`src/rtl/bist_pe_scan_ctrl.sv`:
```
// BIST fault-scan controller: walks every PE of a ROWS x COLS systolic array, mirrors its
// operands into the redundant MAC and records PEs whose bottom output disagrees with the RMAC.
module bist_pe_scan_ctrl #(
  parameter int ROWS          = 2,
  parameter int COLS          = 2,
  parameter int WORD_SIZE     = 16,
  parameter int SETTLE_CYCLES = 4,
  localparam int N   = ROWS * COLS,
  localparam int RW  = (ROWS > 1) ? $clog2(ROWS) : 1,
  localparam int CW  = (COLS > 1) ? $clog2(COLS) : 1,
  localparam int FCW = $clog2(ROWS * COLS + 1)
) (
  input  logic                           clk,
  input  logic                           rst,
  input  logic                           start,
  input  logic                           stop_on_fail,
  input  logic [ROWS*WORD_SIZE-1:0]      left_in_bus,
  input  logic [COLS*WORD_SIZE-1:0]      top_in_bus,
  input  logic [ROWS*COLS*WORD_SIZE-1:0] hor_interconnect,
  input  logic [ROWS*COLS*WORD_SIZE-1:0] ver_interconnect,
  input  logic [WORD_SIZE-1:0]           rmac_bottom_out,
  output logic [WORD_SIZE-1:0]           rmac_left_in,
  output logic [WORD_SIZE-1:0]           rmac_top_in,
  output logic [RW-1:0]                  cur_row,
  output logic [CW-1:0]                  cur_col,
  output logic                           busy,
  output logic                           done,
  output logic [N-1:0]                   fault_map,
  output logic [FCW-1:0]                 fault_count,
  output logic                           fail
);

  localparam int SW = (SETTLE_CYCLES > 1) ? $clog2(SETTLE_CYCLES) : 1;

  typedef enum logic [1:0] {IDLE, SETTLE, COMPARE, DONE} state_t;

  state_t          state, state_nxt;
  logic [RW-1:0]   row_nxt;
  logic [CW-1:0]   col_nxt;
  logic [SW-1:0]   cnt, cnt_nxt;
  logic            sof, sof_nxt;
  logic [N-1:0]    map_nxt;
  logic [FCW-1:0]  count_nxt;
  logic [N-1:0]    pe_sel;
  logic [WORD_SIZE-1:0] expected;
  logic            mismatch;
  logic            last_pe;

  always_ff @(posedge clk) begin
    if (rst) begin
      state       <= IDLE;
      cur_row     <= '0;
      cur_col     <= '0;
      cnt         <= '0;
      sof         <= 1'b0;
      fault_map   <= '0;
      fault_count <= '0;
    end else begin
      state       <= state_nxt;
      cur_row     <= row_nxt;
      cur_col     <= col_nxt;
      cnt         <= cnt_nxt;
      sof         <= sof_nxt;
      fault_map   <= map_nxt;
      fault_count <= count_nxt;
    end
  end

  // Operand steering and expected-result select, decoded from the registered PE index.
  // Clamped indices keep the unused left/top branches of edge PEs inside the bus.
  always_comb begin
    pe_sel       = '0;
    expected     = '0;
    rmac_left_in = '0;
    rmac_top_in  = '0;
    for (int r = 0; r < ROWS; r++) begin
      for (int c = 0; c < COLS; c++) begin
        if (cur_row == RW'(r) && cur_col == CW'(c)) begin
          pe_sel[r*COLS+c] = 1'b1;
          expected = ver_interconnect[(r*COLS+c)*WORD_SIZE +: WORD_SIZE];
          if (c == 0)
            rmac_left_in = left_in_bus[r*WORD_SIZE +: WORD_SIZE];
          else
            rmac_left_in = hor_interconnect[((r*COLS+c > 0) ? r*COLS+c-1 : 0)*WORD_SIZE +: WORD_SIZE];
          if (r == 0)
            rmac_top_in = top_in_bus[c*WORD_SIZE +: WORD_SIZE];
          else
            rmac_top_in = ver_interconnect[((r > 0) ? (r-1)*COLS+c : 0)*WORD_SIZE +: WORD_SIZE];
        end
      end
    end
  end

  always_comb begin
    state_nxt = state;
    row_nxt   = cur_row;
    col_nxt   = cur_col;
    cnt_nxt   = cnt;
    sof_nxt   = sof;
    map_nxt   = fault_map;
    count_nxt = fault_count;
    busy      = 1'b0;
    done      = 1'b0;
    mismatch  = (rmac_bottom_out != expected);
    last_pe   = (cur_row == RW'(ROWS-1)) && (cur_col == CW'(COLS-1));
    case (state)
      IDLE, DONE: begin
        done = (state == DONE);
        if (start) begin
          map_nxt   = '0;
          count_nxt = '0;
          row_nxt   = '0;
          col_nxt   = '0;
          cnt_nxt   = '0;
          sof_nxt   = stop_on_fail;
          state_nxt = SETTLE;
        end
      end
      SETTLE: begin
        busy    = 1'b1;
        cnt_nxt = cnt + SW'(1);
        if (cnt == SW'(SETTLE_CYCLES-1))
          state_nxt = COMPARE;
      end
      COMPARE: begin
        busy = 1'b1;
        if (mismatch) begin
          map_nxt   = fault_map | pe_sel;
          count_nxt = fault_count + FCW'(1);
        end
        if (last_pe || (mismatch && sof)) begin
          state_nxt = DONE;
        end else begin
          cnt_nxt   = '0;
          state_nxt = SETTLE;
          if (cur_col == CW'(COLS-1)) begin
            col_nxt = '0;
            row_nxt = cur_row + RW'(1);
          end else begin
            col_nxt = cur_col + CW'(1);
          end
        end
      end
      default: state_nxt = IDLE;
    endcase
  end

  assign fail = |fault_map;

endmodule

```
`config.mk`:
```
export PLATFORM = sky130hd
export DESIGN_NAME = bist_pe_scan_ctrl
export DESIGN_NICKNAME = d
export VERILOG_FILES = /design/src/rtl/bist_pe_scan_ctrl.sv
export SDC_FILE = /design/constraint.sdc
export NUM_CORES = 1
export LEC_CHECK = 0
export BUFFER_PORTS_ARGS = -buffer_cell sky130_fd_sc_hd__buf_2
export CORE_AREA = 4 4 97 99
export DETAILED_ROUTE_END_ITERATION = 8
export DIE_AREA = 0 0 101 103
export GPL_TIMING_DRIVEN = 0
export PLACE_DENSITY = 0.72
export SLEW_MARGIN = 30
export SYNTH_ARGS = -nofsm -noshare
export SYNTH_HDL_FRONTEND = slang
export SYNTH_SLANG_ARGS = --single-unit
```
`constraint.sdc`:
```
create_clock -name clk -period 7.4 [get_ports clk]
set_input_delay 1.11 -clock clk [delete_from_list [all_inputs] [get_ports clk]]
set_output_delay 1.11 -clock clk [all_outputs]
set_load 0.01 [all_outputs]
```
=== After elaboration in Yosys (flattened, before gate mapping) ===
Index checks and enable logic that the tools add are counted.

* Equality and inequality tests: 10
* Bitwise operators: 3
* Muxes and demuxes: 38
* Add/subtract/negate cells: 4
* Reductions and logical operators: 17

{| class="wikitable"
|+ Operators by type and width
! kind !! number
|-
| $mux W16 || 12
|-
| $ne A16 B16 Y1 || 1
|-
| $pmux W2 S3 || 2
|-
| $mux W1 || 11
|-
| $mux W2 || 5
|-
| $ne A2 B2 Y1 const B || 5
|-
| $mux W4 || 2
|-
| $pmux W4 S2 || 1
|-
| $eq A2 B2 Y1 const B || 3
|-
| $mux W3 || 2
|-
| $pmux W3 S2 || 1
|-
| $reduce_and A2 Y1 || 3
|-
| $reduce_and A3 Y1 || 2
|-
| $logic_and A1 B1 Y1 || 5
|-
| $or A4 B4 Y4 || 1
|-
| $pmux W1 S2 || 2
|-
| $reduce_and A4 Y1 || 1
|-
| $reduce_or A2 Y1 || 2
|-
| $reduce_or A4 Y1 || 1
|-
| $add A3 B1 Y3 const B || 1
|-
| $add A1 B1 Y1 const B || 2
|-
| $add A2 B1 Y2 const B || 1
|-
| $eq A2 B1 Y1 const B || 1
|-
| $logic_not A2 Y1 || 1
|-
| other kinds (3) || 4
|}

* Word-level logic and storage cells: 79
* Bits of input ports: 212
* Flip-flop bits (word level): 14

=== Logic depth before layout (Yosys ltp) ===
Gate-level depths: netlist of run 1.

* Depth after elaboration: 11
* Mapped depth: 9
* Gate-level depth less buffers: 8

=== Least setup slack after synthesis of run 1 ===
No wires, ideal clock.

* Path type: flip-flop to output port
* Start point: register cur_col
* End point: output rmac_left_in[10]
* Slack: 4.117 ns
* Stages on the path, launching flop included: 6
* Required time: 6.290 ns
* Data arrival time: 2.173 ns
* Path through: dfxtp_1 -> buf_6 -> buf_8 -> buf_1 -> clkbuf_1 -> mux4_2

* Word-level cells in the longest chain between the ends: 6
* Elaborated cells on any way between the ends: 9
* Classes of those cells: mux: 4; bitwise: 1; reduce/logical: 4

{| class="wikitable"
|+ RTL lines
! item !! line !! text
|-
| start, declared || 25 || <nowiki>output logic [CW-1:0] cur_col,</nowiki>
|-
| start signal, assigned || 61 || <nowiki>cur_col <= col_nxt;</nowiki>
|-
| $not A1 Y1 || 78 || <nowiki>if (cur_row == RW'(r) && cur_col == CW'(c)) begin</nowiki>
|-
| $logic_and A1 B1 Y1 || 78 ||
|-
| $mux W16 (3 in series) || 78 ||
|-
| $mux W16 (*) || 78 ||
|-
| end, declared || 22 || <nowiki>output logic [WORD_SIZE-1:0] rmac_left_in,</nowiki>
|}

Every way passes the cells marked *; elsewhere a longest branch is shown, timed or not.

=== Final worst setup path of run 1 ===
* Start point: register cur_col
* End point: output rmac_left_in[12]

Same word-level chain as after synthesis.

==> impl_results.md, run 1 <==
* Post_cts resized at 0
* Row Count at 34
* Via Count at 2505
* Int Power at 0.000263 W
* Fmax achieved at 252 MHz
* Combinational share of power at 0.609
* GRT overflow at 0
* Post-synthesis sequential area ratio at 0.134
* Gr usage total at 0.173
* # port buffers at 223
* WS Path Type: flop to output pin
* Fin crit share at 0.536
* DRT antenna net count at 0
* Htree depth at 1
* Drt wl/cell at 20.0 um
* Post-synth EDFFs at 0
* CTS root buf: clkbuf_8
* Initial antenna violation count at 0
* Pwr/cell area at 119 mW/mm2
* Reg2Reg Setup Slack at 4.27 ns
* Clock power frac at 0.185
* Worst hold path class: flop to flop
* Initial Utilization at 0.245
* CTS Buf Count at 3
* Hold Path Stages at 2
* Most frequent cells in the layout: buf_2, mux4_2, xnor2_1
* 1st-iter DRT viols at 71
* Most common cell after layout, fill and taps aside: buf_2
* Post-route cell area at 0.00340 mm2
* YS warnings at 0
* Crit path DAT at 2.86 ns
* Max-cap violations at 0
* Final max-slew violation count at 0
* Max_slew headroom at 0.537
* Reg2Reg Depth at 9
* Total clock sinks at 14
* Most common flop cell mapped by yosys: dfxtp_1
* Nets at 611
* Netlist Area Pre-Place at 0.00209 mm2
* CTS Hold Bufs at 0
* Library cells used by synthesis at 38
* DIE WIDTH at 101 um
* Worst EP required at 6.29 ns
* Hold Crit Endpoint: sof
* Clock Path Buffers at 2
* Largest net degree at the start of global routing at 11
* Psw at 0.000142 W
* CP startpoint kind: flop
* Final wirelength at 9990 um
* Worst-path maximum fanout at 10
* Layout Skew at 0.00246 ns
* Gate Count Post-Synth at 165
* Ys async rst share at 0
* Hold Violations, Final at 0
* Drt first pass iters at 5
* Worst r2r src: cur_row
* Fin crit period at 3.97 ns
* Post-route setup TNS at 0 ns
* Synthesized area per cell at 12.7 um2
* Routability Congestion at 0.847
* Switch share at 0.350
* DP HPWL at 8890 um
* Layout cells sized above 1 at 0.724
* Vias in the first global route at 2599
* Leak at 1.56 nW
* R2r endpoint: cnt[1]
* TritonCTS clock tree: yes
* Core area at 0.00855 mm2
* Register bit total from synthesis at 14
* Hold_sp: sof
* Slew @ Worst Pin at 0.695 ns
* VDD IR-drop max at 135 uV
* Via density at 5.01
* RSZ-0062 raised after global routing: no
* Endpoint type of the worst setup path: output pin
* Placed cell area at 0.00335 mm2
* Die footprint at 0.0104 mm2
* Net Count, Synth at 383
* Sequential power share at 0.206
* Finish-stage setup viols at 0
* First-pass GRT wire length at 13700 um
* DRC Markers at 0
* # IOs at 256
* Status: completed
* Skew-Pair Late Insertion Delay at 0.24 ns
* Synth-to-Final Area Change at 62.4%
* # Post-CTS Setup Buffers at 0
* Clock transition at path regs at 0.06 ns
* Die Y at 103 um
* Inserted Diodes at 0
## area by class of cell
class,instances,area [um2]
flip-flops and latches,14,280
multi-input cells,130,1710
clock buffers,4,55.1
repair buffers,223,1120
fillers,860,5150
plain buffers,14,73.8
inverters,7,26.3
well taps,108,135
## kinds of logic (layout without fill, tap and decap cells)
family                   count (synthesis)  after routing  share of synthesized area
AO/OA/AOI/OAI                           17             17                     0.0657
buffers and inverters                   21            248                     0.0478
XOR/XNOR                                17             17                     0.0711
adder cells (fa/ha/maj)                  6              6                     0.0358
flip-flops                              14             14                      0.134
multiplexers                            52             52                      0.539
AND/OR/NAND/NOR                         38             38                      0.107
## how the worst max path moves through the flow
stage                            end  startpoint  slack, ns  cells past startpoint
global placement    rmac_left_in[12]     cur_col       3.64                      6
floorplan           rmac_left_in[10]     cur_col       4.12                      5
CTS                 rmac_left_in[12]     cur_col       3.35                      6
detailed placement  rmac_left_in[12]     cur_col       3.63                      6
finish              rmac_left_in[12]     cur_col       3.43                      6
global route        rmac_left_in[12]     cur_col       3.16                      6
## flip-flops by register name (all words and copies together) (netlist names)
register	flops
cnt	2
cur_col	1
cur_row	1
fault_count	3
fault_map	4
sof	1
state	2
## cell usage after synthesis (3+ instances only)
cell type,count,area share
mux4_2,46,0.49
xnor2_1,17,0.071
dfxtp_1,14,0.13
clkbuf_1,8,0.014
nand2_1,8,0.014
inv_1,7,0.013
ha_1,6,0.036
nand2b_1,6,0.018
nor2_1,6,0.011
mux2i_1,4,0.019
nand4_1,4,0.012
a21oi_1,3,0.0072
o41ai_1,3,0.013
## per-layer routing
| metal | track usage | up-vias | wire length [um] |
|---|---|---|---|
| met5 | 0 | - | 0 |
| met4 | 0.0532 | 0 | 293 |
| met3 | 0.0257 | 20 | 864 |
| met2 | 0.347 | 134 | 5660 |
| met1 | 0.185 | 1211 | 3170 |
| li1 | - | 1140 | - |
## critical path: stages (launching register included)
cell      delay (ns)
dfxtp_1         0.39
buf_6           0.19
buf_8           0.18
buf_1           0.55
clkbuf_1        0.56
mux4_2          0.59
buf_2           0.16
## power groups by stage
stage	clock, W	combinational (W)	sequential (W)
floorplan	0	0.000146	0.0000853
global placement	0	0.000243	0.0000851
detailed placement	0	0.000249	0.0000854
global route	0.0000798	0.000267	0.0000842
finish	0.0000750	0.000246	0.0000836
CTS	0.0000767	0.000250	0.0000838
## through the flow
| stage | utilization | power, W | hold slack [ns] | setup slack (ns) | std cells |
|---|---|---|---|---|---|
| floorplan | - | 0.000232 | 0.436 | 4.12 | 165 |
| detailed placement | 0.391 | 0.000335 | 0.459 | 3.63 | 496 |
| global placement | 0.391 | 0.000328 | 0.455 | 3.64 | 496 |
| global route | 0.398 | 0.000431 | 0.495 | 3.16 | 500 |
| CTS | 0.398 | 0.000410 | 0.467 | 3.35 | 500 |
| finish | 0.398 | 0.000405 | 0.464 | 3.43 | 500 |
Power figures use the tool's default switching activity.
==> inputs of run 2 (changes only) <==
CORE_AREA = 4 4 96 98   (was 4 4 97 99)
DIE_AREA = 0 0 100 102   (was 0 0 101 103)
PLACE_DENSITY = 0.73   (was 0.72)
clock period = 4.05 ns   (was 7.4 ns; I/O delays follow)
==> run 2 against run 1 <==
Compared with the run above:
- via count fell by 1.7%
- wire length fell by 3.1%
- count of clock-buffer cells in the layout did not move
- first-iteration DRC count rose by 5.6%
- sequential cell count did not move
==> impl_results.md, run 2 (synthesis gave the netlist of run 1 again) <==
* Die Y at 102 um (was 103 um)
* Post-route setup TNS at 0 ns (unchanged)
* RSZ-0062 raised after global routing: no (unchanged)
* Crit path DAT at 2.89 ns (was 2.86 ns)
* CTS root buf: clkbuf_8 (unchanged)
* Clock power frac at 0.189 (was 0.185)
* Clock transition at path regs at 0.06 ns (about the same)
* Fmax achieved at 286 MHz
* Largest net degree at the start of global routing at 11 (unchanged)
* Placed cell area at 0.00335 mm2 (unchanged)
* Finish-stage setup viols at 0 (unchanged)
* Fin crit period at 3.50 ns
* Most common cell after layout, fill and taps aside: buf_2 (unchanged)
* Largest regs: fault_map: 4 flops, fault_count: 3 flops (unchanged)
* Inserted Diodes at 0 (unchanged)
* R2r endpoint: cnt[0] (was cnt[1])
* Worst r2r src: cur_row (unchanged)
* WS Path Type: flop to output pin (unchanged)
* # IOs at 256 (unchanged)
* Row Count at 34 (unchanged)
* Htree depth at 1 (unchanged)
* Final worst slack at 0.548 ns (was 3.43 ns)
* VDD IR-drop max at 175 uV (was 135 uV)
* Combinational share of power at 0.604 (was 0.609)
* 1st-iter DRT viols at 75 (was 71)
* # Post-CTS Setup Buffers at 0 (unchanged)
* Max-cap violations at 0 (unchanged)
* Layout Skew at 0.00734 ns (was 0.00246 ns)
* DP HPWL at 8670 um (was 8890 um)
* TritonCTS clock tree: yes (unchanged)
* Synth-to-Final Area Change at 62.4% (unchanged)
* CTS Buf Count at 3 (unchanged)
* Slew @ Worst Pin at 0.741 ns (was 0.695 ns)
* Nets at 611 (unchanged)
* Psw at 0.000256 W (was 0.000142 W)
* Gr usage total at 0.176 (was 0.173)
* Setup WS pre-CTS at 0.744 ns (was 3.63 ns)
* Int Power at 0.000481 W (was 0.000263 W)
* Total clock sinks at 14 (unchanged)
* Reg2Reg Depth at 9 (unchanged)
* First-pass GRT wire length at 13800 um (was 13700 um)
* Drt first pass iters at 4 (was 5)
* Multi-input logic area at 0.00171 mm2 (unchanged)
* Final max-slew violation count at 0 (unchanged)
* Via density at 4.93 (was 5.01)
* Max_slew headroom at 0.506 (was 0.537)
* Routability Congestion at 0.820 (was 0.847)
* DRC Markers at 0 (unchanged)
* Drt wl/cell at 19.4 um (was 20.0 um)
* Leak at 1.56 nW (unchanged)
* Biggest register: fault_map (unchanged)
* Worst EP required at 3.44 ns (was 6.29 ns)
* Reg2Reg Setup Slack at 0.90 ns (was 4.27 ns)
* Fin crit share at 0.865
* Layout fillers at 848 (was 860)
* Switch share at 0.347 (was 0.350)
* Clock Path Buffers at 2 (unchanged)
* Crit. Startpoint: cur_col (unchanged)
* Worst-path maximum fanout at 10 (unchanged)
* Endpoint type of the worst setup path: output pin (unchanged)
* Fin util at 0.402 (was 0.398)
* Pwr/cell area at 217 mW/mm2 (was 119 mW/mm2)
* Vias in the first global route at 2632 (was 2599)
* CP startpoint kind: flop (unchanged)
* Critical path endpoint: rmac_left_in[10] (was rmac_left_in[12])
* Die footprint at 0.0102 mm2 (was 0.0104 mm2)
* Final wirelength at 9680 um (was 9990 um)
* GRT overflow at 0 (unchanged)
* CTS Hold Bufs at 0 (unchanged)
* Post_cts resized at 0 (unchanged)
* Reg area at 280 um2 (unchanged)
* DIE WIDTH at 100 um (was 101 um)
* Initial Utilization at 0.247 (was 0.245)
* Status: completed (unchanged)
* Initial antenna violation count at 1 (was 0)
* # port buffers at 223 (unchanged)
* Max reg flops at 4 (unchanged)
* DRT antenna net count at 0 (unchanged)
* WHS at 0.474 ns (was 0.464 ns)
* Core area at 0.00847 mm2 (was 0.00855 mm2)
* Skew-Pair Late Insertion Delay at 0.25 ns (was 0.24 ns)
* Post-route cell area at 0.00340 mm2 (unchanged)
* Hold Violations, Final at 0 (unchanged)
* Sequential power share at 0.207 (was 0.206)
* Worst hold path class: flop to flop (unchanged)
* Via Count at 2463 (was 2505)
* Layout cells sized above 1 at 0.724 (unchanged)
* Most frequent cells in the layout: buf_2, mux4_2, xnor2_1 (unchanged)
==> run 2: how the worst min path moves through the flow <==
stage | cells past startpoint | start | endpoint
2_1_floorplan | 2 | sof | sof
3_3_place_gp | 2 | fault_map[0] | fault_map[0]
3_5_place_dp | 2 | sof | sof
4_1_cts | 2 | sof | sof
5_1_grt | 2 | sof | sof
6_report | 2 | sof | sof
==> run 2: metal layers <==
metal / global-route usage / up-vias / wire, um
li1: - / 1138 / -
met1: 0.195 / 1186 / 3390
met2: 0.354 / 122 / 5460
met3: 0.0266 / 15 / 670
met4: 0.0342 / 2 / 147
met5: 0 / - / 11
==> run 2: power by group through the flow <==
stage | Combinational, W | Clock [W] | Sequential, W
3_5_place_dp | 0.000450 | 0 | 0.000156
5_1_grt | 0.000486 | 0.000147 | 0.000154
2_1_floorplan | 0.000268 | 0 | 0.000156
4_1_cts | 0.000451 | 0.000142 | 0.000153
6_report | 0.000445 | 0.000139 | 0.000153
3_3_place_gp | 0.000442 | 0 | 0.000155
==> run 2: layout make-up <==
cell class,count,share of cell area
inverters,7,0.00773
flip-flops and latches,14,0.0824
well taps,108,0.0397
repair buffers,223,0.328
plain buffers,14,0.0217
multi-input cells,130,0.504
clock buffers,4,0.0162
==> run 2: per-stage QoR <==
| step | power [W] | cells |
|---|---|---|
| floorplan | 0.000424 | 165 |
| global placement | 0.000597 | 496 |
| detailed placement | 0.000606 | 496 |
| CTS | 0.000746 | 500 |
| global route | 0.000787 | 500 |
| finish | 0.000737 | 500 |
==> run 2: worst max-delay path, cell delays in order (launching register included) <==
cell,delay (ns)
dfxtp_1,0.38
buf_6,0.19
buf_8,0.17
buf_1,0.58
clkbuf_1,0.57
mux4_2,0.58
buf_2,0.16
==> inputs of run 3 (changes only) <==
PLACE_DENSITY = 0.62   (was 0.73)
==> run 3 against run 2 <==
Compared with the run above:
- wire length is 1.8% lower
- fmax increased by 0.17%
- sequential cell count unchanged
- sequential power is essentially flat
- cell area stayed put
- first-iteration DRC count grew 16%
- sequential share of layout area did not move
- clock skew shrank 0.0069 ns
- largest cell class unchanged
==> impl_results.md, run 3 (synthesis gave the netlist of run 1 again) <==
* TritonCTS clock tree: yes (unchanged)
* # IOs at 256 (unchanged)
* Worst EP required at 3.44 ns (about the same)
* Endpoint type of the worst setup path: output pin (unchanged)
* Max-cap violations at 0 (unchanged)
* Via density at 4.97 (was 4.93)
* Finish-stage setup viols at 0 (unchanged)
* Clock transition at path regs at 0.06 ns (about the same)
* Max reg flops at 4 (unchanged)
* Via Count at 2487 (was 2463)
* Most frequent cells in the layout: buf_2, mux4_2, xnor2_1 (unchanged)
* First-pass GRT wire length at 13300 um (was 13800 um)
* Reg2Reg Setup Slack at 0.99 ns (was 0.90 ns)
* Status: completed (unchanged)
* Hold Path Stages at 2 (unchanged)
* GR Util met3 at 0.0232 (was 0.0266)
* Largest net degree at the start of global routing at 11 (unchanged)
* GRT overflow at 0 (unchanged)
* Fmax achieved at 286 MHz (about the same)
* Final wirelength at 9510 um (was 9680 um)
* Reg2Reg Depth at 9 (unchanged)
* CTS root buf: clkbuf_8 (unchanged)
* Grt peak-use layer: met2 (unchanged)
* Inserted Diodes at 0 (unchanged)
* Drt wl/cell at 19.0 um (was 19.4 um)
* CP startpoint kind: flop (unchanged)
* Crit path DAT at 2.89 ns (about the same)
* Skew-Pair Late Insertion Delay at 0.24 ns (was 0.25 ns)
* Fin crit period at 3.50 ns (about the same)
* Drt first pass iters at 4 (unchanged)
* DRC Markers at 0 (unchanged)
* Core area at 0.00847 mm2 (unchanged)
* Final max-slew violation count at 0 (unchanged)
* Max_slew headroom at 0.523 (was 0.506)
* Slew @ Worst Pin at 0.715 ns (was 0.741 ns)
* CTS Hold Bufs at 0 (unchanged)
* Most common cell after layout, fill and taps aside: buf_2 (unchanged)
* Initial antenna violation count at 0 (was 1)
* Grt met2 use at 0.346 (was 0.354)
* Vias in the first global route at 2584 (was 2632)
* Post-route setup TNS at 0 ns (unchanged)
* # port buffers at 223 (unchanged)
* # Post-CTS Setup Buffers at 0 (unchanged)
* Initial Utilization at 0.247 (unchanged)
* DIE WIDTH at 100 um (unchanged)
* R2r endpoint: cnt[0] (unchanged)
* Hold_sp: sof (unchanged)
* Post_cts resized at 0 (unchanged)
* Worst-path maximum fanout at 10 (unchanged)
* Routability Congestion at 0.824 (was 0.820)
* Clock Path Buffers at 2 (unchanged)
* Layout cells sized above 1 at 0.724 (unchanged)
* Worst r2r src: cur_row (unchanged)
* WS Path Type: flop to output pin (unchanged)
* Nets at 611 (unchanged)
* 1st-iter DRT viols at 87 (was 75)
* Pwr/cell area at 215 mW/mm2 (was 217 mW/mm2)
* Biggest register: fault_map (unchanged)
* Gr usage total at 0.168 (was 0.176)
* Synth-to-Final Area Change at 62.4% (unchanged)
* Fin crit share at 0.863 (was 0.865)
* DRT antenna net count at 0 (unchanged)
* Fin util at 0.402 (unchanged)
* Hold Crit Endpoint: sof (unchanged)
* Die Y at 102 um (unchanged)
* Row Count at 34 (unchanged)
* Largest regs: fault_map: 4 flops, fault_count: 3 flops (unchanged)
* Die footprint at 0.0102 mm2 (unchanged)
* DP HPWL at 8480 um (was 8670 um)
* VDD IR-drop max at 153 uV (was 175 uV)
* Hold Violations, Final at 0 (unchanged)
* Htree depth at 1 (unchanged)
* Met1 Use GR at 0.186 (was 0.195)
* Total clock sinks at 14 (unchanged)
* RSZ-0062 raised after global routing: no (unchanged)
* Layout Skew at 0.000439 ns (was 0.00734 ns)
* Leak at 1.56 nW (unchanged)
* Worst hold path class: flop to flop (unchanged)
* CTS Buf Count at 3 (unchanged)
run 3: cell counts in the layout (fill, tap and decap cells not counted):
Identical to the previous run, type by type.
run 3: report_power, final:
group / leakage, nW / internal (W) / switching, W
clock network: 0.0288 / 0.0000859 / 0.0000486
logic: 1.42 / 0.000249 / 0.000196
registers: 0.114 / 0.000146 / 0.00000646
total: 1.56 / 0.000481 / 0.000252
run 3: cell type report:
class,count,area [um2]
multi-input cells,130,1710
well taps,108,135
repair buffers,223,1120
flip-flops and latches,14,280
clock buffers,4,55.1
plain buffers,14,73.8
inverters,7,26.3
fillers,856,5060
run 3: routing by layer:
layer | vias up | part of all wire
met5 | - | 0
met4 | 0 | 0.0065
met3 | 4 | 0.071
met2 | 107 | 0.57
met1 | 1236 | 0.35
li1 | 1140 | -
run 3: worst max path at each step:
| stage | start | end | slack [ns] | cells after the start |
|---|---|---|---|---|
| after floorplan | cur_col | rmac_left_in[10] | 1.27 | 5 |
| after global placement | cur_col | rmac_left_in[11] | 0.74 | 6 |
| after detailed placement | cur_col | rmac_left_in[11] | 0.75 | 6 |
| after CTS | cur_col | rmac_left_in[11] | 0.48 | 6 |
| after global routing | cur_col | rmac_left_in[11] | 0.28 | 6 |
| final | cur_col | rmac_left_in[11] | 0.55 | 6 |
run 3: through the flow:
| stage | power [W] | hold WS, ns | cell area [um2] | setup WS [ns] | std cells |
|---|---|---|---|---|---|
| floorplan | 0.000424 | 0.436 | 2090 | 1.27 | 165 |
| global placement | 0.000599 | 0.452 | 3350 | 0.738 | 496 |
| detailed placement | 0.000606 | 0.456 | 3350 | 0.754 | 496 |
| CTS | 0.000743 | 0.465 | 3400 | 0.482 | 500 |
| global route | 0.000783 | 0.507 | 3400 | 0.282 | 500 |
| finish | 0.000732 | 0.459 | 3400 | 0.554 | 500 |
run 3: worst max-delay path, stage by stage (launching register included):
cell      delay, ns
dfxtp_1        0.37
buf_6          0.19
buf_8          0.17
buf_1          0.56
clkbuf_1       0.57
mux4_2         0.61
buf_2          0.16
